File: config.mk
export PLATFORM = sky130hd
export DESIGN_NAME = issue_stage_latch
export DESIGN_NICKNAME = d
export VERILOG_FILES = /design/src/rtl/issue_stage_latch.sv
export SDC_FILE = /design/constraint.sdc
export NUM_CORES = 1
export LEC_CHECK = 0
export CAP_MARGIN = 20
export CORE_ASPECT_RATIO = 1.5
export CORE_MARGIN = 2
export CORE_UTILIZATION = 55
export DETAILED_ROUTE_END_ITERATION = 10
export PLACE_DENSITY = 0.95
export SETUP_SLACK_MARGIN = 0.4
export SLEW_MARGIN = 20
export SYNTH_ARGS = -nofsm -noshare
export SYNTH_HDL_FRONTEND = slang
export SYNTH_SLANG_ARGS = --single-unit
File: constraint.sdc
create_clock -name clk -period 10 [get_ports clk]
set_input_delay 2 -clock clk [delete_from_list [all_inputs] [get_ports clk]]
set_output_delay 2 -clock clk [all_outputs]
set_load 0.01 [all_outputs]
File: src/rtl/issue_stage_latch.sv
// Schedule-to-issue pipeline latch: holds per-lane {valid, IQ pointer} under stall,
// kills flushed ops, and generates IQ entry releases as ops leave the issue stage.
module issue_stage_latch #(
  parameter int ISSUE_WIDTH           = 5,
  parameter int ISSUE_QUEUE_ENTRY_NUM = 16,
  parameter int IQ_INDEX_WIDTH        = $clog2(ISSUE_QUEUE_ENTRY_NUM),
  parameter int COUNT_WIDTH           = 16
) (
  input  logic                                  clk,
  input  logic                                  rst,
  input  logic                                  stall,
  input  logic                                  clear,
  input  logic [ISSUE_WIDTH-1:0]                in_valid,
  input  logic [ISSUE_WIDTH*IQ_INDEX_WIDTH-1:0] in_iq_ptr,
  input  logic [ISSUE_QUEUE_ENTRY_NUM-1:0]      flush_iq_entry,
  output logic [ISSUE_WIDTH-1:0]                out_valid,
  output logic [ISSUE_WIDTH*IQ_INDEX_WIDTH-1:0] out_iq_ptr,
  output logic [ISSUE_WIDTH-1:0]                release_valid,
  output logic [ISSUE_WIDTH*IQ_INDEX_WIDTH-1:0] release_ptr,
  output logic [ISSUE_QUEUE_ENTRY_NUM-1:0]      inflight_bitmap,
  output logic [COUNT_WIDTH-1:0]                issue_count,
  output logic                                  dup_error
);

  logic [ISSUE_WIDTH-1:0]    valid_q, valid_d;
  logic [IQ_INDEX_WIDTH-1:0] ptr_q [ISSUE_WIDTH];
  logic [IQ_INDEX_WIDTH-1:0] ptr_d [ISSUE_WIDTH];
  logic [COUNT_WIDTH-1:0]    release_cnt;
  logic                      dup_d;

  always_comb begin
    for (int unsigned i = 0; i < ISSUE_WIDTH; i++) begin
      ptr_d[i]   = ptr_q[i];
      valid_d[i] = 1'b0;
      if (clear) begin
        valid_d[i] = 1'b0;
      end else if (stall) begin
        valid_d[i] = valid_q[i] && !flush_iq_entry[ptr_q[i]];
      end else begin
        ptr_d[i]   = in_iq_ptr[i*IQ_INDEX_WIDTH +: IQ_INDEX_WIDTH];
        valid_d[i] = in_valid[i] && !flush_iq_entry[ptr_d[i]];
      end
    end
  end

  // Duplicate check uses the post-update values so the flag rises together
  // with the registered state that holds the duplicate.
  always_comb begin
    dup_d = 1'b0;
    for (int unsigned i = 0; i < ISSUE_WIDTH; i++) begin
      for (int unsigned j = i + 1; j < ISSUE_WIDTH; j++) begin
        if (valid_d[i] && valid_d[j] && (ptr_d[i] == ptr_d[j])) dup_d = 1'b1;
      end
    end
  end

  always_comb begin
    out_valid       = '0;
    out_iq_ptr      = '0;
    inflight_bitmap = '0;
    for (int unsigned i = 0; i < ISSUE_WIDTH; i++) begin
      out_valid[i] = valid_q[i] && !flush_iq_entry[ptr_q[i]];
      out_iq_ptr[i*IQ_INDEX_WIDTH +: IQ_INDEX_WIDTH] = ptr_q[i];
      if (valid_q[i]) inflight_bitmap[ptr_q[i]] = 1'b1;
    end
  end

  always_comb begin
    release_valid = out_valid & {ISSUE_WIDTH{!(stall || clear)}};
    release_ptr   = out_iq_ptr;
    release_cnt   = '0;
    for (int unsigned i = 0; i < ISSUE_WIDTH; i++) begin
      release_cnt = release_cnt + COUNT_WIDTH'(release_valid[i]);
    end
  end

  always_ff @(posedge clk) begin
    if (rst) begin
      valid_q     <= '0;
      issue_count <= '0;
      dup_error   <= 1'b0;
      for (int unsigned i = 0; i < ISSUE_WIDTH; i++) ptr_q[i] <= '0;
    end else begin
      valid_q     <= valid_d;
      issue_count <= issue_count + release_cnt;
      dup_error   <= dup_error | dup_d;
      for (int unsigned i = 0; i < ISSUE_WIDTH; i++) ptr_q[i] <= ptr_d[i];
    end
  end

endmodule
==> report_table.html <==
<table>
<tr><th>Metric</th><th>Value</th></tr>
<tr><th colspan="2">Run status</th></tr>
<tr><td>Outcome</td><td>completed</td></tr>
<tr><th colspan="2">Timing</th></tr>
<tr><td>Highest clock frequency the design can meet</td><td>151.0 MHz</td></tr>
<tr><td>Final Hold Viols</td><td>0</td></tr>
<tr><td>Worst-Margin Slew</td><td>988.4 ps</td></tr>
<tr><td>Worst hold-check slack</td><td>542.6 ps</td></tr>
<tr><td>Final count of pins violating max slew</td><td>0</td></tr>
<tr><td>Worst Skew</td><td>6.244 ps</td></tr>
<tr><td>Post-route minimum period</td><td>6621 ps</td></tr>
<tr><td>Crit share post-route</td><td>0.6621</td></tr>
<tr><td>Sum Neg Setup Slack</td><td>0 ps</td></tr>
<tr><td>Final setup margin</td><td>3379 ps</td></tr>
<tr><td>Worst rel slew slack</td><td>0.3402</td></tr>
<tr><td>Setup repair after global routing missed its margin</td><td>false</td></tr>
<tr><td>Final setup violating endpoints</td><td>0</td></tr>
<tr><th colspan="2">Synthesis</th></tr>
<tr><td>Synthesized area</td><td>5261 µm²</td></tr>
<tr><td>Nets in the synthesized netlist</td><td>705</td></tr>
<tr><td>Sequential share of the synthesized area</td><td>0.1598</td></tr>
<tr><td>Unique masters post-synth</td><td>63</td></tr>
<tr><td>Mean instance size in the synthesized netlist</td><td>8.057 µm²</td></tr>
<tr><td>Flip-flop and latch count after synthesis</td><td>42</td></tr>
<tr><td>Cells after Synth</td><td>653</td></tr>
<tr><td>Count of flip-flops with a built-in enable after synthesis</td><td>0</td></tr>
<tr><td>Count of warnings emitted by yosys</td><td>0</td></tr>
<tr><td>Share of flip-flops with an asynchronous set or reset</td><td>0</td></tr>
<tr><td>Main synth FF type</td><td>sky130_fd_sc_hd__dfxtp_1</td></tr>
<tr><th colspan="2">Clocking</th></tr>
<tr><td>Post-CTS Setup Inserts</td><td>0</td></tr>
<tr><td>Clock root buffer</td><td>sky130_fd_sc_hd__clkbuf_16</td></tr>
<tr><td>Post-CTS clock slew at the launch and capture registers of the worst setup and hold paths</td><td>60 ps</td></tr>
<tr><td>TritonCTS clock tree</td><td>done</td></tr>
<tr><td>Skew-Pair Late Insertion Delay</td><td>300 ps</td></tr>
<tr><td>Hold buffers post-CTS</td><td>0</td></tr>
<tr><td>Clock H-tree levels</td><td>2</td></tr>
<tr><td>Total of cells resized after clock tree synthesis</td><td>0</td></tr>
<tr><td>Inserted Clock Buffers</td><td>5</td></tr>
<tr><td>Clock tree sinks</td><td>42</td></tr>
<tr><td>Number of buffers on the longest clock path</td><td>2</td></tr>
<tr><th colspan="2">Global route</th></tr>
<tr><td>Total Routing Usage GR</td><td>0.3836</td></tr>
<tr><td>Pin count of the biggest net entering global routing</td><td>41</td></tr>
<tr><td>Antenna violations before repair</td><td>0</td></tr>
<tr><td>Via count of the first global-routing pass</td><td>5658</td></tr>
<tr><td>Global route overflow</td><td>0</td></tr>
<tr><td>First-pass GRT wire length</td><td>30890 µm</td></tr>
<tr><th colspan="2">Critical path</th></tr>
<tr><td>Register-to-register setup slack</td><td>4960 ps</td></tr>
<tr><td>CP arrival</td><td>4620 ps</td></tr>
<tr><td>Required time at the worst-slack endpoint</td><td>8000 ps</td></tr>
<tr><td>Category of the most critical setup path</td><td>input pin to output port</td></tr>
<tr><td>Kind of capture point of the worst setup path</td><td>output port</td></tr>
<tr><td>Startpoint class of the critical path</td><td>input pin</td></tr>
<tr><td>Highest fanout seen on the critical path</td><td>10</td></tr>
<tr><th colspan="2">Finish</th></tr>
<tr><td>Layout Nets</td><td>754</td></tr>
<tr><td>Growth of design area from synthesis to finish</td><td>21.95%</td></tr>
<tr><td>Number of standard cells in the layout, taps in and fillers out</td><td>815</td></tr>
<tr><td>Layout cells sized above 1</td><td>0.08250</td></tr>
<tr><td>Antenna cell count</td><td>0</td></tr>
<tr><th colspan="2">Drt</th></tr>
<tr><td>Total vias in the final route</td><td>5654</td></tr>
<tr><td>Metal2 WL</td><td>9763 µm</td></tr>
<tr><td>Final WL</td><td>20050 µm</td></tr>
<tr><td>Antenna-violating nets left</td><td>0</td></tr>
<tr><td>Length of the first detailed-routing pass in iterations</td><td>7</td></tr>
<tr><td>Highest layer used for signal routing</td><td>met4</td></tr>
<tr><td>Post-Route M1 WL</td><td>6743 µm</td></tr>
<tr><td>DRC violation total after the first TritonRoute iteration</td><td>901</td></tr>
<tr><td>DRC errors left</td><td>0</td></tr>
<tr><td>Average wire length per cell after detail routing</td><td>24.60 µm</td></tr>
<tr><td>Routed wire length on met3</td><td>1940 µm</td></tr>
<tr><td>Vias per Instance</td><td>6.937</td></tr>
<tr><th colspan="2">Pwr</th></tr>
<tr><td>Leakage power summed over all cells</td><td>2.455 nW</td></tr>
<tr><td>Power density normalized to cell area</td><td>84.32 nW/µm²</td></tr>
<tr><td>Power consumption</td><td>0.0005410 W</td></tr>
<tr><td>Peak VDD IR</td><td>0.06404 mV</td></tr>
<tr><th colspan="2">Floorplan</th></tr>
<tr><td>Die X</td><td>83.86 µm</td></tr>
<tr><td>Die Y-Extent</td><td>123.8 µm</td></tr>
<tr><td>Standard cell core area</td><td>9254 µm²</td></tr>
<tr><td>Standard-cell rows</td><td>43</td></tr>
<tr><td>Floorplan die area</td><td>10380 µm²</td></tr>
<tr><td>Effective utilization at floorplan</td><td>0.5686</td></tr>
<tr><td>Num ports</td><td>128</td></tr>
<tr><th colspan="2">Place</th></tr>
<tr><td>Last weighted congestion value of the routability-driven placer</td><td>1.038</td></tr>
<tr><td>HPWL Detailed</td><td>14480 µm</td></tr>
<tr><td>Number of cells in the design after placement</td><td>807</td></tr>
<tr><td>Buffers added on ports</td><td>127</td></tr>
<tr><td>Worst-case setup slack after placement</td><td>3385 ps</td></tr>
<tr><th colspan="2">Hold path</th></tr>
<tr><td>Classification of the worst-slack hold path</td><td>flip-flop to flip-flop</td></tr>
<tr><th colspan="2">Run</th></tr>
<tr><td>Total of max-cap violations</td><td>0</td></tr>
</table>
## cells in the mapped netlist (all sizes together) (7+ instances only)
master | n | share of area
mux2 | 9 | 0.019
clkbuf | 47 | 0.034
nand2 | 77 | 0.055
mux2i | 26 | 0.049
nor3b | 8 | 0.011
a22oi | 16 | 0.024
and3 | 10 | 0.012
dfxtp | 42 | 0.16
nor3 | 10 | 0.0095
nand2b | 7 | 0.0083
nor2 | 35 | 0.025
buf | 46 | 0.054
nor2b | 20 | 0.024
inv | 22 | 0.016
nand4 | 11 | 0.013
a221oi | 8 | 0.015
a21oi | 35 | 0.033
nand3 | 22 | 0.021
mux4 | 32 | 0.14
xor2 | 73 | 0.12
nor4 | 16 | 0.019
xnor2 | 16 | 0.027
## layer usage
metal | track usage | vias up
li1 | - | 2414
met1 | 0.4454 | 2609
met2 | 0.6470 | 473
met3 | 0.06892 | 158
met4 | 0.2591 | 0
met5 | 0 | -
## metrics by stage
stage,util,cell area [µm²]
6_report,0.6933,6416
5_1_grt,0.6933,6416
4_1_cts,0.6933,6416
3_5_place_dp,0.6779,6274
3_3_place_gp,0.6779,6274
2_1_floorplan,-,5261
## critical path, cell delays in order
cell,delay [ps]
sky130_fd_sc_hd__clkdlybuf4s50_1,610
sky130_fd_sc_hd__mux4_2,540
sky130_fd_sc_hd__mux4_2,460
sky130_fd_sc_hd__nor2b_1,250
sky130_fd_sc_hd__nand2_1,150
sky130_fd_sc_hd__inv_1,70
sky130_fd_sc_hd__clkdlybuf4s50_1,530
## power by group
| part | switching, W | internal (W) | leakage (nW) |
|---|---|---|---|
| Sequential | 0.0000201 | 0.000172 | 0.341 |
| Clock | 0.0000719 | 0.0000927 | 0.0708 |
| Combinational | 0.0000954 | 0.0000891 | 2.04 |
## cell families (layout without fill, tap and decap cells)
family | Yosys count | after routing | synth area share
AND/OR/NAND/NOR | 230 | 230 | 0.2183
buffers and inverters | 115 | 165 | 0.1034
AO/OA/AOI/OAI | 103 | 103 | 0.1408
XOR/XNOR | 89 | 89 | 0.1482
multiplexers | 67 | 67 | 0.2086
flip-flops | 42 | 42 | 0.1598
adder cells (fa/ha/maj) | 7 | 7 | 0.02093
## flip-flops by register name (all words and copies together) (netlist names)
register	count
dup_error	1
valid_q	5
issue_count	16
ptr_q	20
## final timing paths
path,start,to,cells past startpoint
max,flush_iq_entry[6],release_valid[0],7
min,issue_count[7],issue_count[7],2
max reg2reg,ptr_q[0][5],issue_count[14],15
min reg2reg,issue_count[7],issue_count[7],2
## layout by cell type (no fill, tap or decap), types with 8 or more instances in the layout
cell type                           n
sky130_fd_sc_hd__clkdlybuf4s50_1  127
sky130_fd_sc_hd__nand2_1           77
sky130_fd_sc_hd__xor2_1            73
sky130_fd_sc_hd__dfxtp_1           42
sky130_fd_sc_hd__a21oi_1           35
sky130_fd_sc_hd__nor2_1            34
sky130_fd_sc_hd__mux4_2            28
sky130_fd_sc_hd__mux2i_1           26
sky130_fd_sc_hd__inv_1             22
sky130_fd_sc_hd__nand3_1           22
sky130_fd_sc_hd__nor2b_1           20
sky130_fd_sc_hd__xnor2_1           16
sky130_fd_sc_hd__nor4_1            16
sky130_fd_sc_hd__a22oi_1           15
sky130_fd_sc_hd__nand4_1           11
sky130_fd_sc_hd__and3_1            10
sky130_fd_sc_hd__nor3_1            10
sky130_fd_sc_hd__mux2_2             9
sky130_fd_sc_hd__nor3b_1            8
sky130_fd_sc_hd__buf_4              8
## cell type report
class	instances	area, µm²
inverters	22	82.58
well taps	112	140.1
repair buffers	135	1331
fillers	735	2838
flip-flops and latches	42	840.8
clock inverters	2	13.76
clock buffers	6	128.9
multi-input cells	496	3879
Note: power is estimated with default switching activity, not from simulation.
